**src/rtl/alu_cmd_sequencer.sv**
```systemverilog
// Requester-side driver for a combinational ALU: queues commands, issues them one at a
// time, waits for the ALU to settle, and returns result/carry with the command's tag.
module alu_cmd_sequencer #(
    parameter int WIDTH   = 16,
    parameter int SHW     = 5,
    parameter int DEPTH   = 4,
    parameter int ALU_LAT = 0,
    parameter int MAX_OP  = 10
) (
    input  logic             clk,
    input  logic             rst,
    input  logic             cmd_valid,
    output logic             cmd_ready,
    input  logic [3:0]       cmd_opcode,
    input  logic [WIDTH-1:0] cmd_a,
    input  logic [WIDTH-1:0] cmd_b,
    input  logic [SHW-1:0]   cmd_shift,
    input  logic [3:0]       cmd_tag,
    output logic [3:0]       alu_opcode,
    output logic [WIDTH-1:0] alu_input1,
    output logic [WIDTH-1:0] alu_input2,
    output logic [SHW-1:0]   alu_shift,
    input  logic [WIDTH-1:0] alu_result,
    input  logic             alu_carry,
    output logic             rsp_valid,
    input  logic             rsp_ready,
    output logic [WIDTH-1:0] rsp_result,
    output logic             rsp_carry,
    output logic [3:0]       rsp_tag,
    output logic             rsp_illegal,
    output logic             busy,
    output logic [15:0]      issued_count
);

    localparam int AW = $clog2(DEPTH);
    localparam int EW = 4 + WIDTH + WIDTH + SHW + 4;

    localparam logic [1:0] S_IDLE  = 2'd0;
    localparam logic [1:0] S_DRIVE = 2'd1;
    localparam logic [1:0] S_RESP  = 2'd2;

    localparam logic [3:0] MAX_OP4   = 4'(MAX_OP);
    localparam logic [2:0] LAST_WAIT = 3'(ALU_LAT);

    logic [EW-1:0]    mem [DEPTH];
    logic [AW:0]      wr_ptr;
    logic [AW:0]      rd_ptr;
    logic             empty;
    logic             full;
    logic             push;
    logic             pop;

    logic [1:0]       state;
    logic [2:0]       wait_cnt;

    logic [3:0]       head_op;
    logic [WIDTH-1:0] head_a;
    logic [WIDTH-1:0] head_b;
    logic [SHW-1:0]   head_shift;
    logic [3:0]       head_tag;
    logic             head_illegal;

    // Extra pointer bit distinguishes full from empty when the index bits match.
    assign empty = (wr_ptr == rd_ptr);
    assign full  = (wr_ptr[AW] != rd_ptr[AW]) && (wr_ptr[AW-1:0] == rd_ptr[AW-1:0]);

    assign cmd_ready = !full;
    assign push      = cmd_valid && !full;
    assign pop       = (state == S_IDLE) && !empty;
    assign busy      = (state != S_IDLE) || !empty;

    assign {head_op, head_a, head_b, head_shift, head_tag} = mem[rd_ptr[AW-1:0]];
    assign head_illegal = (head_op > MAX_OP4);

    always_ff @(posedge clk) begin
        if (push) begin
            mem[wr_ptr[AW-1:0]] <= {cmd_opcode, cmd_a, cmd_b, cmd_shift, cmd_tag};
        end
    end

    always_ff @(posedge clk) begin
        if (rst) begin
            wr_ptr <= '0;
            rd_ptr <= '0;
        end else begin
            if (push) begin
                wr_ptr <= wr_ptr + 1'b1;
            end
            if (pop) begin
                rd_ptr <= rd_ptr + 1'b1;
            end
        end
    end

    // Illegal opcodes bypass the ALU entirely and leave its operand registers untouched.
    always_ff @(posedge clk) begin
        if (rst) begin
            state        <= S_IDLE;
            wait_cnt     <= '0;
            alu_opcode   <= '0;
            alu_input1   <= '0;
            alu_input2   <= '0;
            alu_shift    <= '0;
            rsp_valid    <= 1'b0;
            rsp_result   <= '0;
            rsp_carry    <= 1'b0;
            rsp_tag      <= '0;
            rsp_illegal  <= 1'b0;
            issued_count <= '0;
        end else begin
            case (state)
                S_IDLE: begin
                    if (pop) begin
                        rsp_tag <= head_tag;
                        if (head_illegal) begin
                            rsp_result  <= '0;
                            rsp_carry   <= 1'b0;
                            rsp_illegal <= 1'b1;
                            rsp_valid   <= 1'b1;
                            state       <= S_RESP;
                        end else begin
                            alu_opcode   <= head_op;
                            alu_input1   <= head_a;
                            alu_input2   <= head_b;
                            alu_shift    <= head_shift;
                            issued_count <= issued_count + 16'd1;
                            wait_cnt     <= '0;
                            state        <= S_DRIVE;
                        end
                    end
                end
                S_DRIVE: begin
                    if (wait_cnt == LAST_WAIT) begin
                        rsp_result  <= alu_result;
                        rsp_carry   <= alu_carry;
                        rsp_illegal <= 1'b0;
                        rsp_valid   <= 1'b1;
                        state       <= S_RESP;
                    end else begin
                        wait_cnt <= wait_cnt + 3'd1;
                    end
                end
                S_RESP: begin
                    if (rsp_ready) begin
                        rsp_valid <= 1'b0;
                        state     <= S_IDLE;
                    end
                end
                default: begin
                    state <= S_IDLE;
                end
            endcase
        end
    end

endmodule

```
**config.mk**
```make
export PLATFORM = sky130hd
export DESIGN_NAME = alu_cmd_sequencer
export DESIGN_NICKNAME = d
export VERILOG_FILES = /design/src/rtl/alu_cmd_sequencer.sv
export SDC_FILE = /design/constraint.sdc
export NUM_CORES = 1
export LEC_CHECK = 0
export CAP_MARGIN = 20
export CORE_MARGIN = 4
export CORE_UTILIZATION = 35
export CTS_BUF_LIST = sky130_fd_sc_hd__clkbuf_16
export CTS_CLUSTER_DIAMETER = 60
export DETAILED_ROUTE_END_ITERATION = 16
export GPL_TIMING_DRIVEN = 1
export HOLD_SLACK_MARGIN = 0.02
export PLACE_DENSITY = 0.69
export RECOVER_POWER = 50
export SYNTH_ARGS = -nofsm -noshare
export SYNTH_HDL_FRONTEND = slang
export SYNTH_SLANG_ARGS = --single-unit
```
**constraint.sdc**
```tcl
create_clock -name clk -period 2.5 [get_ports clk]
set_input_delay 0.5 -clock clk [delete_from_list [all_inputs] [get_ports clk]]
set_output_delay 0.5 -clock clk [all_outputs]
set_load 0.02 [all_outputs]
```
==> results of run 1 <==
[flip-flops by register name (all words and copies together), names as in the netlist, named ones only]
signal	cells
state	2
alu_input1	16
rd_ptr	3
issued_count	16
alu_shift	5
rsp_valid	1
rsp_illegal	1
mem	180
rsp_result	16
alu_opcode	4
alu_input2	16
rsp_carry	1
rsp_tag	4
wait_cnt	3
wr_ptr	3
[logic make-up (layout without fill, tap and decap cells)]
| logic type | count (synthesis) | in the layout | share of synthesized area [%] |
|---|---|---|---|
| buffers and inverters | 41 | 240 | 1.75 |
| adder cells (fa/ha/maj) | 8 | 8 | 0.987 |
| other | 0 | 1 | 0 |
| multiplexers | 50 | 50 | 10.5 |
| flip-flops | 273 | 273 | 71.6 |
| AND/OR/NAND/NOR | 169 | 169 | 7.62 |
| XOR/XNOR | 13 | 13 | 1.12 |
| AO/OA/AOI/OAI | 97 | 97 | 6.41 |
[power groups by stage]
stage,combinational (uW),clock (uW),sequential [uW]
after floorplan,2070,0,6100
after global placement,4000,0,5790
after detailed placement,4040,0,5810
after CTS,4060,4280,5720
after global routing,4300,4480,5790
final,3940,4140,5720
[worst max-delay path by stage]
stage / end / slack [ns] / startpoint / cells past startpoint
floorplan: mem[3][0] / 0.43 / wr_ptr[0] / 3
global placement: busy / 0.20 / wr_ptr[1] / 4
detailed placement: busy / 0.17 / wr_ptr[1] / 4
CTS: busy / 0.01 / wr_ptr[0] / 4
global route: busy / 0.009 / rd_ptr[2] / 4
finish: busy / 0.12 / rd_ptr[2] / 4
[placed cells by master (no fill, tap or decap), types with 8 or more instances in the layout]
cell,instances
edfxtp_1,180
clkdlybuf4s50_1,99
nand2_1,89
dfxtp_1,87
a21oi_1,51
mux4_2,45
dlygate4sd3_1,45
clkbuf_16,31
nor2_1,25
buf_4,20
a22o_1,17
inv_1,13
nand3_1,11
ha_1,8
[what timing repair did]
| item | CTS | global route |
|---|---|---|
| setup buffers | 1 | 0 |
| hold endpoints to repair | 0 | 0 |
| setup endpoints to repair | 2 | 1 |
| pin swaps | 1 | 0 |
| resized for setup | 4 | 6 |
| hold buffers | 0 | 0 |
[per-layer routing]
layer | part of all wire (%) | vias up | track usage, %
li1 | - | 2844 | -
met1 | 44 | 2958 | 18.1
met2 | 47 | 145 | 22.3
met3 | 5.8 | 43 | 2.84
met4 | 2.3 | 6 | 3.74
met5 | 0.15 | - | 0
[worst reg2reg max path, stage by stage, from the launching register on]
cell and delay, ns:
dfxtp_4 0.41, mux4_2 0.57, nand3_2 0.20, nand3_2 0.21, buf_4 0.37, o31ai_1 0.29, a21oi_1 0.09
[stage by stage]
step	setup slack, ns	utilization, %
final	0.116	46.1
after global routing	0.00894	46.0
after CTS	0.00971	46.2
after detailed placement	0.173	42.8
after global placement	0.197	42.8
after floorplan	0.428	-
[area by class of cell]
type,count,share of cell area (%)
diodes,1,0.0190
repair buffers,176,13.0
flip-flops and latches,273,55.2
inverters,7,0.199
well taps,384,3.64
clock inverters,26,1.34
multi-input cells,337,20.7
clock buffers,31,5.88
==> tab_implementation.tex, run 1 <==
\begin{tabular}{lr}
\hline
Metric & Value \\
\hline
\multicolumn{2}{l}{\textbf{Run status}} \\
Outcome & finished, final reports clean \\
\multicolumn{2}{l}{\textbf{STA}} \\
Count of endpoints failing setup in the final report & 0 \\
Unrepaired setup endpoints after global routing & false \\
Post-route minimum period & around 2.4 ns \\
TNS Setup & 0 ns \\
Final Hold Vio Count & 0 \\
Transition time of the tightest slew-check pin & approximately 0.62 ns \\
Slew Limit Fails & 0 \\
Layout Skew & 0.0110 ns \\
Share of the clock period used by the worst path after layout & 95.3\% \\
Worst Hold Slack & 0.201 ns \\
Fmax & between 400 and 500 MHz \\
Worst slew margin relative to its limit & roughly three fifths \\
\multicolumn{2}{l}{\textbf{Clocking}} \\
Num Clock Sinks & around 270 \\
Number of clock buffers inserted by TritonCTS & 31 \\
Number of buffers on the longest clock path & 3 \\
Later-pin clock latency in the skew report & $\sim$0.54 ns \\
Clock tree from TritonCTS & yes \\
Clock slew at the register clock pins of the worst setup and hold paths & roughly 0.06 ns \\
Clk root buf & clkbuf\_16 \\
H-tree depth reported by CTS & 1 \\
\multicolumn{2}{l}{\textbf{Synthesis}} \\
Async set-or-reset flop fraction in the synthesized netlist & 0\% \\
Top cell type by total area after synthesis & edfxtp\_1 \\
Seq cells post-synth & roughly 270 \\
Number of unique standard cell types used by synthesis & between 40 and 50 \\
Number of synthesized flops with an enable pin & 180 \\
Mean cell area of the mapped netlist & between 15 and 20 um\^{}2 \\
Share of the synthesized area in the top cell type & 53.3\% \\
Most instantiated flip-flop cell in the synthesis netlist & edfxtp\_1 \\
Syn Nets & around 730 \\
Count of synthesis-stage warnings from yosys & 0 \\
Most frequent cells after synthesis & edfxtp\_1 (180), dfxtp\_1 (93), nand2\_1 (89) \\
Cell count after synthesis & roughly 650 \\
Synth top area cells & edfxtp\_1 (53\%), dfxtp\_1 (18\%), mux4\_2 (10\%) \\
Area of the mapped netlist & just over 10000 um\^{}2 \\
Fraction of the yosys area taken by sequential cells & a little under three quarters \\
Most repeated cell in the gate-level netlist after synthesis & edfxtp\_1 \\
\multicolumn{2}{l}{\textbf{Final layout}} \\
Area of combinational cells with multiple inputs & 2730 um\^{}2 \\
Number of standard cells in the layout, taps in and fillers out & about 1200 \\
Ratio of cells with drive above 1 in the final layout & 16.6\% \\
Register area & 7280 um\^{}2 \\
Area overhead of the layout relative to synthesis & 29.9\% \\
Final Cell Area & $\sim$13000 um\^{}2 \\
Total Nets Final & 900 \\
Number of fill cells in the layout & 2482 \\
\multicolumn{2}{l}{\textbf{GRT}} \\
Via count of the first global-routing pass & between 6000 and 7000 \\
Antenna violations before repair & 4 \\
Pin count of the biggest net entering global routing & 43 \\
First-pass GRT wire length & 33700 um \\
Overall global routing resource usage & between 10\% and 20\% \\
Remaining global-route overflow & 0 \\
\multicolumn{2}{l}{\textbf{Setup path}} \\
Library cell contributing the largest single delay on the critical path & dfxtp\_2 \\
Sort of element at the start of the critical path & flip-flop \\
Cells traversed along the worst timing path & xnor2\_2 -> nand3\_1 -> or3\_1 -> clkdlybuf4s15\_1 \\
Count of buffering cells on the critical path with inverters included & 1 \\
Category of the most critical setup path & reg -> out \\
Max FO, Critical Path & 3 \\
Cells on worst reg2reg path & 6 \\
Worst reg-to-reg setup slack & roughly 0.22 ns \\
Cell class contributing the biggest share of worst-path delay & simple AND/OR/NAND/NOR gates \\
Crit. End Element & output pin \\
Max incr delay on CP & around 0.34 ns \\
Required time of the critical path & 2.00 ns \\
Worst reg2reg path endpoint & issued\_count[5] \\
Data arrival, critical path & 1.88 ns \\
\multicolumn{2}{l}{\textbf{Power}} \\
Clock power share & 30.0\% \\
Pleak & between 0.004 and 0.005 uW \\
Switching Share & roughly 31\% \\
Max IR drop VDD & between 0.5 and 0.6 mV \\
Power density normalized to cell area & approximately 1000 nW/um\^{}2 \\
Power dissipated by switching net loads & between 4000 and 5000 uW \\
Share of power burned in combinational logic & approximately 28\% \\
Seq pwr share & just over 40\% \\
Cell Int Power & roughly 9500 uW \\
Overall power consumption & 13800 uW \\
\multicolumn{2}{l}{\textbf{Placed design}} \\
Weighted congestion at the end of routability-driven global placement & around 0.77 \\
Cell total after placement & approximately 1200 \\
Number of buffers added on ports & around 150 \\
Final HPWL from detailed placement & $\sim$14000 um \\
Dpl cell area & $\sim$12000 um\^{}2 \\
\multicolumn{2}{l}{\textbf{Route}} \\
First-iteration detailed-routing DRC count & just under 300 \\
Detailed Routing Iterations Pass 1 & 6 \\
DRC & 0 \\
Post-detailed-route count of antenna-violating nets & 0 \\
Overall routed net length & $\sim$22000 um \\
Routed via count divided by cell count & $\sim$5 \\
Detail-routed net length per standard cell & around 18 um \\
Vias post-DR & about 6000 \\
\multicolumn{2}{l}{\textbf{Die}} \\
Die footprint & between 30000 and 40000 um\^{}2 \\
Die W & 178 um \\
Vert. Die Dim & roughly 180 um \\
Placement Rows & 62 \\
Standard cell core area & 28600 um\^{}2 \\
Starting utilization of the core area & 35.4\% \\
Ports & around 150 \\
\multicolumn{2}{l}{\textbf{Worst hold path}} \\
Worst min-delay path endpoint & wait\_cnt[2] \\
Worst Hold Path Cells & 2 \\
Critical hold path startpoint & rst \\
Class of the tightest hold or removal check & in -> reg \\
\multicolumn{2}{l}{\textbf{Run}} \\
Number of violations of the max-capacitance limit & 0 \\
\hline
\end{tabular}
Note: power is estimated with default switching activity, not from simulation.
==> inputs of run 2 (changes only) <==
--- a/config.mk
+++ b/config.mk
@@ -11,6 +11,7 @@
 export CTS_BUF_LIST = sky130_fd_sc_hd__clkbuf_16
 export CTS_CLUSTER_DIAMETER = 60
 export DETAILED_ROUTE_END_ITERATION = 16
+export GPL_ROUTABILITY_DRIVEN = 0
 export GPL_TIMING_DRIVEN = 1
 export HOLD_SLACK_MARGIN = 0.02
 export PLACE_DENSITY = 0.69
==> results of run 2 <==
The final DEF is identical to that of run 1; final timing and power are the same.
